File: src/rtl/clkdiv_bank.sv
`default_nettype none
// ============================================================================
//  Module      : clkdiv_bank
//  Description : Bank of NCH independent programmable clock dividers running
//                from one system clock. Each channel emits a registered
//                divided clock (period starts high) and a one-cycle tick in
//                the last cycle of every period. Divisors are written at
//                runtime and applied only at a period boundary, so the
//                divided clock never glitches.
//  Revision    : 1.0  initial release
// ============================================================================
module clkdiv_bank #(
  parameter int              NCH         = 4,
  parameter int              DW          = 16,
  parameter int              DEFAULT_DIV = 4,
  parameter logic [NCH-1:0]  EN_DEFAULT  = '1,
  localparam int             CW          = (NCH > 1) ? $clog2(NCH) : 1
) (
  input  logic            clk,
  input  logic            rst,
  input  logic            wr_en,
  input  logic [CW-1:0]   wr_ch,
  input  logic [DW-1:0]   wr_div,
  input  logic [NCH-1:0]  en,
  input  logic            sync,
  output logic [NCH-1:0]  divclk,
  output logic [NCH-1:0]  tick,
  output logic [NCH-1:0]  pend,
  output logic            wr_err
);

  localparam logic [DW-1:0] c_DEF_DIV = DW'(DEFAULT_DIV);
  localparam logic [DW-1:0] c_ONE     = DW'(1);
  localparam logic [DW-1:0] c_TWO     = DW'(2);

  logic w_ch_ok;
  logic w_wr_ok;
  logic w_wr_bad;
  logic r_wr_err;
  logic w_unused;

  // EN_DEFAULT only documents the intended tie-off of en; it has no logic.
  assign w_unused = ^EN_DEFAULT;

  // Write qualification: divisors below 2 and out-of-range channels are refused.
  always_comb begin
    w_ch_ok  = ({{(32-CW){1'b0}}, wr_ch} < 32'(NCH));
    w_wr_ok  = wr_en && (wr_div >= c_TWO) && w_ch_ok;
    w_wr_bad = wr_en && !w_wr_ok;
  end

  // Rejected-write flag, a one-cycle pulse following the offending write.
  always_ff @(posedge clk) begin
    if (rst) begin
      r_wr_err <= 1'b0;
    end else begin
      r_wr_err <= w_wr_bad;
    end
  end

  assign wr_err = r_wr_err;

  for (genvar gi = 0; gi < NCH; gi++) begin : g_ch
    logic [DW-1:0] r_p;
    logic [DW-1:0] r_n;
    logic [DW-1:0] r_pnd;
    logic          r_pend;
    logic          r_div;
    logic          r_tick;
    logic          w_hit;
    logic          w_wrap;
    logic [DW-1:0] w_n_new;
    logic [DW-1:0] w_n_cur;
    logic [DW-1:0] w_p_next;

    // Next-phase computation; a wrap (natural or sync) is the only point
    // where a pending divisor may replace the active one.
    always_comb begin
      w_hit    = w_wr_ok && (wr_ch == CW'(gi));
      w_n_new  = r_pend ? r_pnd : r_n;
      w_wrap   = sync || (r_p == r_n - c_ONE);
      w_n_cur  = w_wrap ? w_n_new : r_n;
      w_p_next = w_wrap ? '0 : r_p + c_ONE;
    end

    // Channel state: the write update is last so a write landing on a wrap
    // survives as the new pending divisor rather than being consumed.
    always_ff @(posedge clk) begin
      if (rst) begin
        r_n    <= c_DEF_DIV;
        r_p    <= c_DEF_DIV - c_ONE;
        r_pnd  <= c_DEF_DIV;
        r_pend <= 1'b0;
        r_div  <= 1'b0;
        r_tick <= 1'b0;
      end else begin
        if (!en[gi]) begin
          // Parked on the last phase so re-enabling wraps into a fresh period.
          r_n    <= w_n_new;
          r_p    <= w_n_new - c_ONE;
          r_pend <= 1'b0;
          r_div  <= 1'b0;
          r_tick <= 1'b0;
        end else begin
          r_n    <= w_n_cur;
          r_p    <= w_p_next;
          if (w_wrap) begin
            r_pend <= 1'b0;
          end
          r_div  <= (w_p_next < (w_n_cur >> 1));
          r_tick <= (w_p_next == (w_n_cur - c_ONE));
        end
        if (w_hit) begin
          r_pnd  <= wr_div;
          r_pend <= 1'b1;
        end
      end
    end

    assign divclk[gi] = r_div;
    assign tick[gi]   = r_tick;
    assign pend[gi]   = r_pend;
  end

endmodule
`default_nettype wire

File: config.mk
export PLATFORM = sky130hd
export DESIGN_NAME = clkdiv_bank
export DESIGN_NICKNAME = d
export VERILOG_FILES = /design/src/rtl/clkdiv_bank.sv
export SDC_FILE = /design/constraint.sdc
export NUM_CORES = 1
export LEC_CHECK = 0
export ABC_AREA = 1
export CAP_MARGIN = 25
export CORE_MARGIN = 8
export CORE_UTILIZATION = 30
export CTS_CLUSTER_DIAMETER = 120
export DETAILED_ROUTE_END_ITERATION = 10
export SLEW_MARGIN = 20
export SYNTH_ARGS = -nofsm -noshare
export SYNTH_HDL_FRONTEND = slang
export SYNTH_SLANG_ARGS = --single-unit
File: constraint.sdc
create_clock -name clk -period 4.8 [get_ports clk]
set_clock_uncertainty 0.1 [all_clocks]
set_input_delay 0.96 -clock clk [delete_from_list [all_inputs] [get_ports clk]]
set_output_delay 0.96 -clock clk [all_outputs]
set_load 0.05 [all_outputs]
==> flow_summary.toml <==
[detailed_routing]
drtAntennaViolNets = 0
wl_per_cell_um = 15.3
wl_met1_um = 25900
routed_wl_um = 55000
firstDrtPassIters = 7
dr_total_vias = 17700
drtIter0Drc = 1321
routed-wl-met2_um = 24400
vias_per_cell = 4.92
top_layer = "met4"
drc_errors = 0
met3_length_um = 3460

[clock_tree]
clock_sinks = 205
clockBufferDepth = 3
ctsHoldBuffers = 0
numCtsBuffers = 27
cts-root-buf = "clkbuf_16"
h-tree-depth = 1
clkTransAtPathRegs_ns = 0.07
postCtsSetupRepairBufs = 0
cts-resized-gates = 0
cts_tree = "built"
clock_latency_ns = 0.56

[logic_synthesis]
synth-edff-count = 0
netlist_top_cells_count = "nand2_1 (697), inv_1 (403), nand3_1 (255), nor2_1 (242), o21ai_0 (214)"
synth_fp_nets = 2914
ys_seq_area_share_pct = 23.6
ys_async_sr_fraction_pct = 0
yosysTopAreaCellShare_pct = 23.6
ys.flop_type = "dfxtp_1"
synth_area_per_cell_sq_um = 6.17
synth_most_common_cell = "nand2_1"
synth_warnings = 0
netlist_area_sq_um = 17400
synthDistinctLibCells = 56
synth-seq-cells = 205
synthCells = 2816
ys_top_cells_by_area = "dfxtp_1 (24%), nand2_1 (15%), inv_1 (8.7%)"
synth_top_cell_by_area = "dfxtp_1"

[hold_path]
hold_depth = 2
min_path_type = "reg2reg"

[die]
pin_count = 39
initial_utilization_pct = 30.2
core_area_sq_um = 57500
die_h_um = 257
rows = 88
die_area_sq_um = 65900
dieWidth_um = 257

[critical_path]
cp.arrival_ns = 4.33
cp-start-kind = "register"
path_class = "reg2reg"
critPathRequiredTime_ns = 5.21
end_kind = "register"
path_max_fanout = 37
reg2reg_depth = 25

[final_layout]
drive_above_1_share_pct = 7.19
area_growth_pct = 11.5
final_util_pct = 33.7
n_antenna_cell = 0
stdcell_area_sq_um = 19400
final_cells = 3603
fin_nets = 2916

[pwr]
total_power_mw = 5.97
power_density_nw_per_um2 = 308
leakagePower_nw = 9.15
irDropWorstVdd_mv = 0.239

[place]
pre_cts_ws_ns = 0.489
place_hpwl_um = 42700
place_area_sq_um = 18400
gp_congestion = 0.920
portBuffers = 38
place_inst = 3553

[timing]
setup_violations = 0
holdWs_ns = 0.354
finalHoldViolations = 0
maxSlewViolCount = 0
relSlewSlack_pct = 36.8
layout_setup_ws_ns = 0.881
finalCritPeriodShare_pct = 81.7
rsz0062_at_grt = "false"
fmaxAchievable_mhz = 255
fin_crit_ns = 3.92
fin_setup_tns_ns = 0
worstMarginPinSlew_ns = 0.942

[grt]
grt_use_total_pct = 16.1
grt_start_max_net_pins = 61
antenna_found_initial = 2
gr-total-overflow = 0
grt_pass1_wl_um = 88400
grt_pass1_vias = 16600

[job]
maxCapViolations = 0

[run_status]
status = "finished, final reports clean"
sequential cells by signal (all words and copies together) (netlist names):
| signal | flops |
|---|---|
| g_ch.r_p | 64 |
| g_ch.r_pend | 4 |
| g_ch.r_n | 64 |
| g_ch.r_div | 4 |
| g_ch.r_tick | 4 |
| wr_err | 1 |
| g_ch.r_pnd | 64 |
metal layers:
| layer | GRT usage (%) | vias up |
|---|---|---|
| li1 | - | 9148 |
| met1 | 22.0 | 7999 |
| met2 | 26.0 | 494 |
| met3 | 2.34 | 89 |
| met4 | 4.60 | 0 |
| met5 | 0 | - |
cell families after synthesis:
kind of cell	after synthesis	share of synthesized area (%)
AO/OA/AOI/OAI	468	15.2
XOR/XNOR	147	7.65
adder cells (fa/ha/maj)	72	5.19
buffers and inverters	518	12.0
flip-flops	205	23.6
AND/OR/NAND/NOR	1406	36.4
final cells by class:
type                            instances  area [sq um]
Fill cell                            6351         38100
Multi-Input combinational cell       2093         11200
Sequential cell                       205          4100
Inverter                              427          1600
Tap cell                              765           957
Clock buffer                           34           742
Timing Repair Buffer                   64           583
Clock inverter                         15           213
worst max-delay path, cell delays in order (launching register included):
cell and delay [ns]:
dfxtp_1 0.35, inv_1 0.16, ha_1 0.28, nand2_2 0.13, nor2_4 0.17, nand2_1 0.06, nand2_1 0.06, nand2_1 0.08
nor3_4 0.22, nand3_4 0.23, nand2_8 0.31, nand2_1 0.11, nand2_2 0.17, ha_1 0.25, nand3_1 0.12, inv_1 0.09
nand2_1 0.10, nor2_1 0.20, nand2_1 0.13, clkinv_1 0.08, nand3_1 0.06, nand2_1 0.08, nand3_1 0.07, nor2_1 0.10
nand2_1 0.06, nor2_1 0.07
report_power, final:
part / total, mW / switching [mW] / leakage (nW) / internal (mW)
logic: 1.83 / 1.22 / 7.01 / 0.610
clock network: 2.20 / 0.844 / 0.468 / 1.36
registers: 1.93 / 0.123 / 1.68 / 1.81
total: 5.97 / 2.19 / 9.15 / 3.78
final timing paths:
kind / slack (ns) / start / endpoint
hold / removal: 0.35 / g_ch[1].r_pnd[2] / g_ch[1].r_pnd[2]
setup reg to reg: 0.88 / g_ch[0].r_n[0] / g_ch[0].r_tick
setup / recovery: 0.88 / g_ch[0].r_n[0] / g_ch[0].r_tick
hold reg to reg: 0.35 / g_ch[1].r_pnd[2] / g_ch[1].r_pnd[2]
cells in the final DEF, fill, tap and decap left out, types with 25 or more instances in the layout:
cell,n
nand3b_1,25
nand3_1,255
nor2_1,242
ha_1,72
a21oi_1,109
nor3_1,30
nand2_2,29
o22ai_1,81
inv_1,403
nor2_2,30
dfxtp_1,205
clkdlybuf4s50_1,38
nand4_1,50
xnor2_1,54
clkbuf_16,27
nand2_1,697
buf_4,25
xor2_1,90
o21ai_0,214
Note: power is estimated with default switching activity, not from simulation.
